==> src/rtl/dmem_arb_pkg.sv <==
// Shared types and helpers for the data-memory arbiter: pipeline stage records
// and the address range/alignment check.
package dmem_arb_pkg;

    // Stage records carry addresses at this fixed width; the arbiter's AW must not exceed it.
    localparam int unsigned ADDR_W = 32;
    localparam int unsigned PORT_W = 2;

    typedef struct packed {
        logic              valid;
        logic [PORT_W-1:0] port;
        logic              we;
        logic [ADDR_W-1:0] addr;
        logic [31:0]       wdata;
        logic              err;
    } cmd_t;

    typedef struct packed {
        logic              valid;
        logic [PORT_W-1:0] port;
        logic [31:0]       rdata;
        logic              err;
    } resp_t;

    function automatic logic addr_ok(input logic [ADDR_W-1:0] addr, input int unsigned words);
        return (addr[1:0] == 2'b00) && ((addr >> 2) < ADDR_W'(words));
    endfunction

endpackage

==> src/rtl/rr_arbiter.sv <==
// Combinational round-robin picker: first request at or after ptr wins, and
// next_ptr names the port after the winner (ptr is returned unchanged when idle).
module rr_arbiter #(
    parameter int unsigned N_REQ = 2
) (
    input  logic [N_REQ-1:0]         req,
    input  logic [$clog2(N_REQ)-1:0] ptr,
    output logic [N_REQ-1:0]         gnt,
    output logic [$clog2(N_REQ)-1:0] next_ptr
);

    localparam int unsigned PW = $clog2(N_REQ);

    logic [PW-1:0] idx;
    logic          found;

    always_comb begin
        gnt      = '0;
        next_ptr = ptr;
        found    = 1'b0;
        idx      = '0;
        for (int unsigned i = 0; i < N_REQ; i++) begin
            idx = PW'((32'(ptr) + i) % N_REQ);
            if (!found && req[idx]) begin
                found    = 1'b1;
                gnt[idx] = 1'b1;
                next_ptr = PW'((32'(idx) + 1) % N_REQ);
            end
        end
    end

endmodule

==> src/rtl/dmem_arbiter.sv <==
// Round-robin sharing of the single-port data_mem among N_REQ requesters,
// with a two-stage CMD/RESP pipeline and address bounds checking.
module dmem_arbiter
    import dmem_arb_pkg::*;
#(
    parameter int unsigned N_REQ      = 2,
    parameter int unsigned AW         = 32,
    parameter int unsigned DMEM_WORDS = 1024
) (
    input  logic                i_clk,
    input  logic                i_reset,
    input  logic [N_REQ-1:0]    i_req,
    input  logic [N_REQ-1:0]    i_we,
    input  logic [N_REQ*AW-1:0] i_addr,
    input  logic [N_REQ*32-1:0] i_wdata,
    output logic [N_REQ-1:0]    o_gnt,
    output logic [N_REQ-1:0]    o_rvalid,
    output logic [31:0]         o_rdata,
    output logic                o_err,
    output logic                o_mem_we,
    output logic [AW-1:0]       o_mem_addr,
    output logic [31:0]         o_mem_wdata,
    input  logic [31:0]         i_mem_rdata
);

    localparam int unsigned PW = $clog2(N_REQ);

    logic [PW-1:0]     rr_ptr;
    logic [PW-1:0]     next_ptr;
    logic [N_REQ-1:0]  arb_req;
    logic [N_REQ-1:0]  gnt;
    logic [PORT_W-1:0] sel_port;
    logic              sel_we;
    logic [ADDR_W-1:0] sel_addr;
    logic [31:0]       sel_wdata;
    cmd_t              cmd;
    resp_t             resp;

    assign arb_req = i_reset ? '0 : i_req;

    rr_arbiter #(.N_REQ(N_REQ)) u_rr (
        .req      (arb_req),
        .ptr      (rr_ptr),
        .gnt      (gnt),
        .next_ptr (next_ptr)
    );

    assign o_gnt = gnt;

    always_comb begin
        sel_port  = '0;
        sel_we    = 1'b0;
        sel_addr  = '0;
        sel_wdata = '0;
        for (int unsigned k = 0; k < N_REQ; k++) begin
            if (gnt[k]) begin
                sel_port  = PORT_W'(k);
                sel_we    = i_we[k];
                sel_addr  = ADDR_W'(i_addr[k*AW +: AW]);
                sel_wdata = i_wdata[k*32 +: 32];
            end
        end
    end

    // CMD address/data only load on a grant so the memory pins hold while idle.
    always_ff @(posedge i_clk) begin
        if (i_reset) begin
            rr_ptr <= '0;
            cmd    <= '0;
            resp   <= '0;
        end else begin
            rr_ptr    <= next_ptr;
            cmd.valid <= |gnt;
            if (|gnt) begin
                cmd.port  <= sel_port;
                cmd.we    <= sel_we;
                cmd.addr  <= sel_addr;
                cmd.wdata <= sel_wdata;
                cmd.err   <= !addr_ok(sel_addr, DMEM_WORDS);
            end
            resp.valid <= cmd.valid;
            resp.port  <= cmd.port;
            resp.rdata <= (cmd.valid && !cmd.we && !cmd.err) ? i_mem_rdata : '0;
            resp.err   <= cmd.valid && cmd.err;
        end
    end

    assign o_mem_we    = cmd.valid && cmd.we && !cmd.err && !i_reset;
    assign o_mem_addr  = AW'(cmd.addr);
    assign o_mem_wdata = cmd.wdata;

    always_comb begin
        o_rvalid = '0;
        for (int unsigned k = 0; k < N_REQ; k++) begin
            o_rvalid[k] = resp.valid && !i_reset && (resp.port == PORT_W'(k));
        end
    end

    assign o_rdata = resp.rdata;
    assign o_err   = resp.err;

endmodule

==> config.mk <==
export PLATFORM = sky130hd
export DESIGN_NAME = dmem_arbiter
export DESIGN_NICKNAME = d
export VERILOG_FILES = /design/src/rtl/dmem_arb_pkg.sv /design/src/rtl/rr_arbiter.sv /design/src/rtl/dmem_arbiter.sv
export SDC_FILE = /design/constraint.sdc
export NUM_CORES = 1
export LEC_CHECK = 0
export ABC_CLOCK_PERIOD_IN_PS = 3100
export BUFFER_PORTS_ARGS = -buffer_cell sky130_fd_sc_hd__buf_4
export CORE_ASPECT_RATIO = 0.6
export CORE_MARGIN = 3
export CORE_UTILIZATION = 48
export CTS_BUF_LIST = sky130_fd_sc_hd__clkbuf_16
export DETAILED_ROUTE_END_ITERATION = 6
export GPL_TIMING_DRIVEN = 0
export PLACE_DENSITY_LB_ADDON = 0.25
export SYNTH_ARGS = -nofsm -noshare
export SYNTH_HDL_FRONTEND = slang
export SYNTH_HIERARCHICAL = 1
export SYNTH_SLANG_ARGS = --single-unit
export TNS_END_PERCENT = 1
==> constraint.sdc <==
create_clock -name i_clk -period 3.1 [get_ports i_clk]
set_clock_uncertainty 0.05 [all_clocks]
set_input_delay 0.465 -clock i_clk [delete_from_list [all_inputs] [get_ports i_clk]]
set_output_delay 0.465 -clock i_clk [all_outputs]
set_load 0.01 [all_outputs]
## After elaboration in Yosys (flattened, before gate mapping)

Cells that the tools add are included.

| storage, ports and cells | value |
|---|---|
| output and inout bits | 102 |
| word-level logic and storage cells | 65 |
| register bits after elaboration | 106 |

| operators by class | value |
|---|---|
| add/sub/neg operators | 2 |
| bitwise gates (word level) | 2 |
| $lt $le $gt $ge | 5 |
| mux-type cells | 21 |
| reductions and logical operators | 23 |
| eq/ne operators | 1 |

Operator list:

| operator | number |
|---|---|
| two-way mux 32 bit | 4 |
| less-than comparator 30 x 11 -> 1 bit (second input constant) | 1 |
| logical AND 1 bit | 13 |
| two-way mux 1 bit | 12 |
| two-way mux 2 bit | 3 |
| logical NOT 1 bit | 5 |
| logical NOT 2 bit | 2 |
| less-than comparator 1 x 2 -> 1 bit (second input constant) | 2 |
| OR reduction 2 bit | 2 |
| adder 1 bit (second input constant) | 2 |
| demux 1 bit (select 1 bit) | 2 |
| == test 2 x 1 -> 1 bit (second input constant) | 1 |
| >= comparator 1 bit (second input constant) | 2 |
| OR 2 bit | 1 |
| nonzero test 2 bit | 1 |
| NOT 1 bit | 1 |

## Longest topological paths before layout

Gate-level depths: netlist of the first run.

| depth | value |
|---|---|
| depth after elaboration | 12 |
| depth in mapped cells | 10 |
| mapped depth without buffers | 6 |

## Cells and area by module

Netlist of the first run, hierarchy kept.

Modules (own cells, without submodules):

| module | seq. area each (um^2) | times used | area an instance (um^2) | cells each |
|---|---|---|---|---|
| dmem_arbiter | 2082.0 | 1 | 4830.9 | 561 |
| rr_arbiter | 0.0 | 1 | 27.5 | 5 |

## Least setup slack after synthesis of the first run

OpenSTA, ideal clock, no wires.

| timing | value |
|---|---|
| kind | input-to-reg |
| from | input i_reset |
| to | register cmd[0] (netlist name) |
| buffers on the path | 2 |
| arrival | 2307 ps |
| setup time | 126 ps |
| data required time | 2924 ps |
| stages | 8 |
| setup slack | 617 ps |
| path through | buf_2 nor2b_1 a21boi_0 clkbuf_1 nand2b_1 or4_1 a221oi_2 a211oi_1 |

| between the ends | value |
|---|---|
| word-level cells in the longest chain between the ends | 12 |

Ends and longest elaborated chain:

| element | line | text |
|---|---|---|
| start, declared | dmem_arbiter.sv:11 | `input logic i_reset,` |
| two-way mux 2 bit (*) | dmem_arbiter.sv:39 | `assign arb_req = i_reset ? '0 : i_req;` |
| via arb_req[0] | dmem_arbiter.sv:30 | `logic [N_REQ-1:0] arb_req;` |
| two-way mux 1 bit (implied by the code) (2 in series) | rr_arbiter.sv:24 | `if (!found && req[idx]) begin` |
| two-way mux 1 bit | rr_arbiter.sv:24 |  |
| logical NOT 1 bit | rr_arbiter.sv:24 |  |
| logical AND 1 bit | rr_arbiter.sv:24 |  |
| two-way mux 2 bit (*) | rr_arbiter.sv:24 |  |
| via o_gnt[0] | dmem_arbiter.sv:16 | `output logic [N_REQ-1:0] o_gnt,` |
| two-way mux 32 bit (2 in series) | dmem_arbiter.sv:56 | `if (gnt[k]) begin` |
| less-than comparator 30 x 11 -> 1 bit or logical NOT 2 bit (tied branches) | dmem_arb_pkg.sv:26 | `return (addr[1:0] == 2'b00) && ((addr >> 2) < ADDR_W'(words));` |
| logical AND 1 bit | dmem_arb_pkg.sv:26 |  |
| logical NOT 1 bit | dmem_arbiter.sv:79 | `cmd.err <= !addr_ok(sel_addr, DMEM_WORDS);` |
| end, declared | dmem_arbiter.sv:36 | `cmd_t cmd;` |

The timed path passes the listed nets; every way through them passes the cells marked *. The select of a mux whose other input is x is not followed.
A chain may end at the register's enable or synchronous reset.

## Worst setup path after layout of the first run

| timing | value |
|---|---|
| from | input i_reset |
| to | register cmd, in the netlist o_mem_wdata[26] |

| between the ends | value |
|---|---|
| word-level cells in the longest chain between the ends | 9 |

Ends and longest elaborated chain:

| element | line |
|---|---|
| two-way mux 2 bit (*) | dmem_arbiter.sv:39 |
| via arb_req[1] | dmem_arbiter.sv:30 |
| two-way mux 1 bit (implied by the code) (2 in series) | rr_arbiter.sv:24 |
| two-way mux 1 bit | rr_arbiter.sv:24 |
| logical NOT 1 bit | rr_arbiter.sv:24 |
| logical AND 1 bit | rr_arbiter.sv:24 |
| two-way mux 2 bit (*) | rr_arbiter.sv:24 |
| two-way mux 32 bit (2 in series) | dmem_arbiter.sv:56 |

Marks and branches as above.

==> impl_metrics.toml, run 1 <==
[status]
status = "finished, final reports clean"

[die]
fp.dieW_um = 136
placementRows = 27
ioPinCount = 268
core_mm2 = 0.00949
die_y_um = 83.9
initial_core_util_pct = 51.2
die_area_mm2 = 0.0114

[yosys]
ys_warn_count = 6
avgSynthCellArea_um2 = 8.58
syn-cell-area_mm2 = 0.00486
syn-instance-count = 566
synth_cell_types = 24
synth_top_area_cell = "dfxtp_1"
synth_area_leaders = "dfxtp_1 (43%), buf_4 (15%), mux2i_1 (13%)"
ys_ff_latch = 104
synth_fp_nets = 732
yosysSeqAreaShare_pct = 42.9
synth_top_area_share_pct = 42.9

[sta]
drv_slew = 0
rsz0062_at_grt = "no"
finalSetupTns_ps = 0
final.setup.worst_slack_ps = 276
max_slew.worst_pin.slew_ps = 564
finalCritPeriodShare_pct = 91.1
period_minus_slack_ps = 2820
finalHoldViolations = 0
relSlewSlack_pct = 62.4
finalSetupViolCount = 0
fmax_mhz = 354

[power]
pwr-share-comb_pct = 21.4
ir_worst_vdd_mv = 0.382
p_seq_share_pct = 44.5
netSwitchingFraction_pct = 27.0
p_sw_mw = 0.878
p_clk_share_pct = 34.2
p_total_mw = 3.25
intPower_mw = 2.37
leakagePower_nw = 3.68
p_per_area_mw_per_mm2 = 444

[global_routing]
grt_antenna_before_repair = 0
grt_max_degree = 20
grt.overflow.total = 0
grt_pass1_vias = 4794
grt_pass1_wl_um = 23400
grtUsageTotal_pct = 25.7

[clock_network]
cts_sinks = 104
cts.repair.resized = 0
cts_tree = "built"
clockRootBuffer = "clkbuf_16"
clock_latency_ps = 340
clk_pin_slew_ps = 70
cts_setup_buffers = 0
h-tree-depth = 3
cts_buffers = 9
postCtsHoldBufs = 0
clock_path_buffers = 2

[detailed_routing]
drc = 0
wl_met3_um = 1430
viasPerCell = 4.78
wl_per_cell_um = 15.5
antenna_left = 0
wl_met1_um = 5970
top_layer = "met4"
met2WireLength_um = 7460
drtPass1Iterations = 5
drt_iter0_drc = 188
routed_wl_um = 15100
vias = 4684

[placed_design]
gp_congestion = 0.877
dp_worst_setup_slack_ps = -47.3
port_buffers = 267
dp_cells = 963
hpwl_um = 12000

[worst_setup_path]
cp_max_fo = 10
crit_type = "input pin to register"
required_ps = 3270
cp.arrival_ps = 2990
cp-start-kind = "input pin"
worst_setup_path_end_kind = "register"

[run]
drv_cap = 0

[min_path]
holdCritPathClass = "input pin to register"

[layout]
final_layout_size_suffix_gt1_share_pct = 45.9
num_antenna_cells = 0
fin_nets = 1010
instances_no_fill = 979
area_growth_pct = 50.6
-- synthesized netlist by cell type (all sizes together) --
| cell type | count |
|---|---|
| buf | 109 |
| nand4 | 1 |
| nor2b | 7 |
| clkbuf | 21 |
| or4 | 2 |
| nand2b | 1 |
| mux2i | 64 |
| nor3 | 3 |
| a221oi | 1 |
| nor3b | 2 |
| and2 | 33 |
| dfxtp | 104 |
| a21o | 1 |
| nor4 | 8 |
| and3b | 2 |
| a21boi | 2 |
| a21oi | 67 |
| nand3 | 1 |
| a211oi | 2 |
| nor2 | 133 |
| inv | 2 |
-- critical path, stage by stage --
cell	delay [ps]
buf_4	90
clkbuf_1	410
nor2b_1	140
a21boi_0	290
clkbuf_1	350
buf_2	380
buf_2	360
mux2i_1	240
nor2_1	60
a21oi_1	130
nor2_1	60
-- area by class of cell --
cell class	instances	area [um2]
Buffer	130	861
Clock buffer	9	225
Clock inverter	7	65.1
Fill cell	691	2180
Inverter	2	7.51
Multi-Input combinational cell	330	1910
Sequential cell	104	2080
Tap cell	130	163
Timing Repair Buffer	267	2000
-- kinds of logic (layout without fill, tap and decap cells) --
| group | after synthesis | count (layout) | synth area share [%] |
|---|---|---|---|
| buf+inv | 132 | 415 | 17.9 |
| flops | 104 | 104 | 42.9 |
| mux | 64 | 64 | 13.2 |
| simple gates | 193 | 193 | 18.1 |
| compound gates | 73 | 73 | 7.98 |
-- registers in the layout (all words and copies together), names as in the netlist --
signal       flops
cmd              4
o_err            1
o_mem_addr      32
o_mem_wdata     32
o_rdata         32
resp             2
rr_ptr           1
-- placed cells by master, fill, tap and decap left out, drive strengths merged --
cell type	synthesis	layout
nor4	8	8
clkinvlp	0	1
inv	2	5
clkinv	0	3
and3b	2	2
nor3	3	3
a221oi	1	1
a21boi	2	2
mux2i	64	64
buf	109	376
nand4	1	1
nand2b	1	1
a21oi	67	67
or4	2	2
clkbuf	21	30
and2	33	33
nor2	133	133
dfxtp	104	104
nor3b	2	2
a211oi	2	2
a21o	1	1
nand3	1	1
nor2b	7	7
-- per-stage QoR --
step / cell area [um2] / util [%] / hold slack, ps
after floorplan: 4860 / - / 388
after global placement: 7030 / 74.0 / 402
after detailed placement: 7030 / 74.0 / 410
after CTS: 7320 / 77.1 / 252
after global routing: 7320 / 77.1 / 251
final: 7320 / 77.1 / 264
-- routing by layer --
layer	vias up	track usage [%]
li1	2317	-
met1	2122	29.7
met2	218	45.2
met3	27	8.61
met4	0	7.41
met5	-	0
-- power groups by stage --
stage          logic, mW  clock network (mW)  registers (mW)
2_1_floorplan      0.354                   0            1.46
3_3_place_gp       0.671                   0            1.47
3_5_place_dp       0.690                   0            1.47
4_1_cts            0.694                1.13            1.44
5_1_grt            0.753                1.19            1.45
6_report           0.694                1.11            1.45
-- path summary, 6_finish.rpt --
kind	end	from	slack [ps]	cells past startpoint
worst max-delay path	o_mem_wdata[26]	i_reset	280	11
worst min-delay path	resp[35]	i_reset	260	2
worst max register to register	o_mem_wdata[26]	rr_ptr	720	8
worst min register to register	resp[33]	cmd[66]	420	1
(Power assumes the default switching activity.)
==> inputs of run 2 (changes only) <==
--- a/config.mk
+++ b/config.mk
@@ -14,6 +14,7 @@
 export DETAILED_ROUTE_END_ITERATION = 6
 export GPL_TIMING_DRIVEN = 0
 export PLACE_DENSITY_LB_ADDON = 0.25
+export REMOVE_ABC_BUFFERS = 1
 export SYNTH_ARGS = -nofsm -noshare
 export SYNTH_HDL_FRONTEND = slang
 export SYNTH_HIERARCHICAL = 1
==> impl_metrics.toml, run 2 (synthesis results as in run 1) <==
[detailed_routing]
drt_iter0_drc = 102
routed_wl_um = 13100
viasPerCell = 4.84
antenna_left = 0
wl_per_cell_um = 15.2
drtPass1Iterations = 4
drc = 0
vias = 4150

[placed_design]
dp_worst_setup_slack_ps = -514
hpwl_um = 10300
gp_congestion = 0.799
port_buffers = 267

[worst_setup_path]
max_stage_delay_ps = 500
critPathSlowestCell = "or4_1"
path_buf_inv = 3
cp_max_fo = 75
worst_setup_path_end_kind = "register"
required_ps = 3240
crit_family = "simple AND/OR/NAND/NOR gates"
cp-start-kind = "input pin"
cp.arrival_ps = 2840
cp_cell_sequence = "buf_6, nor2b_1, a21boi_4, buf_16, buf_12, nand2b_1, or4_1, a221oi_2, a211oi_1"
crit_type = "input pin to register"

[sta]
relSlewSlack_pct = 49.8
finalCritPeriodShare_pct = 87.0
finalHoldViolations = 0
fmax_mhz = 371
final.setup.worst_slack_ps = 402
max_slew.worst_pin.slew_ps = 749
finalSetupViolCount = 0
drv_slew = 0
whs_ps = 278
finalSetupTns_ps = 0
period_minus_slack_ps = 2700
rsz0062_at_grt = "no"

[layout]
fin_nets = 889
area_growth_pct = 37.2
final_cell_mix = "buf_4 (267), nor2_1 (133), dfxtp_1 (104), a21oi_1 (67), mux2i_1 (64)"
final_layout_size_suffix_gt1_share_pct = 40.2
final_common_cell = "buf_4"
fill_cells = 757
num_antenna_cells = 0

[clock_network]
cts_tree = "built"
cts_sinks = 104
clock_path_buffers = 2
clock_latency_ps = 330
clockRootBuffer = "clkbuf_16"
h-tree-depth = 3
clk_pin_slew_ps = 70
cts_buffers = 9

[global_routing]
grtUsageTotal_pct = 21.8
grt_max_degree = 76
grt_antenna_before_repair = 0
grt_pass1_vias = 4170
grt_pass1_wl_um = 20200
grt.overflow.total = 0

[die]
die_y_um = 83.9
initial_core_util_pct = 51.2
core_mm2 = 0.00949
fp.dieW_um = 136
placementRows = 27
ioPinCount = 268
die_area_mm2 = 0.0114

[run]
drv_cap = 0

[power]
p_per_area_mw_per_mm2 = 471
p_total_mw = 3.14
ir_worst_vdd_mv = 0.350
leakagePower_nw = 3.19

[status]
status = "finished, final reports clean"

[min_path]
holdCritPathClass = "input pin to register"
run 2: cell count changes in the layout (fill, tap and decap cells not counted), sizes merged:
cell      delta
inv          -1
buf        -100
clkbuf      -21
clkinvlp     +1
clkinv       -1
bufinv       +1
run 2: area by class of cell:
class / count / area, um2 / area share (%)
Multi-Input combinational cell: 330 / 1940 / 29.0
Timing Repair Buffer: 276 / 2190 / 32.8
Clock inverter: 7 / 65.1 / 0.976
Clock buffer: 9 / 225 / 3.38
Inverter: 2 / 7.51 / 0.113
Sequential cell: 104 / 2080 / 31.2
Tap cell: 130 / 163 / 2.44
run 2: stage by stage:
stage / area (um2) / util, % / instances
floorplan: 4000 / - / 436
global placement: 6160 / 64.9 / 833
detailed placement: 6360 / 67.0 / 841
CTS: 6660 / 70.1 / 857
global route: 6670 / 70.2 / 858
finish: 6670 / 70.2 / 858
run 2: path summary, 6_finish.rpt:
kind              cells past startpoint       startpoint          end  slack, ps
setup / recovery                      9          i_reset       cmd[0]        400
hold / removal                        2  i_mem_rdata[25]  o_rdata[25]        280
setup reg to reg                      7           rr_ptr       cmd[0]        920
hold reg to reg                       1          cmd[66]     resp[33]        420
run 2: layer usage:
metal / global-route usage (%) / vias up / part of all wire [%]
li1: - / 2076 / -
met1: 23.5 / 1890 / 36
met2: 39.4 / 159 / 51
met3: 8.73 / 25 / 10
met4: 6.59 / 0 / 2.3
met5: 0 / - / 0
run 2: worst reg2reg max path: stages, from the launching register on:
cell      delay, ps
dfxtp_1         370
a21boi_4        240
buf_16          200
buf_12          200
nand2b_1        120
or4_1           500
a221oi_2        280
a211oi_1        100
run 2: report_power, final:
part	internal [mW]	switching, mW	total [mW]
clock	0.619	0.473	1.09
sequential	1.41	0.0376	1.45
combinational	0.339	0.261	0.600
run 2: timing repair:
item / in CTS / in global routing
hold endpoints to repair: 0 / 0
hold buffers: 0 / 0
cloned: 0 / 0
pin swaps: 0 / 0
buffers inserted: 0 / 1
setup endpoints to repair: 1 / 1
gates resized for setup: 1 / 0
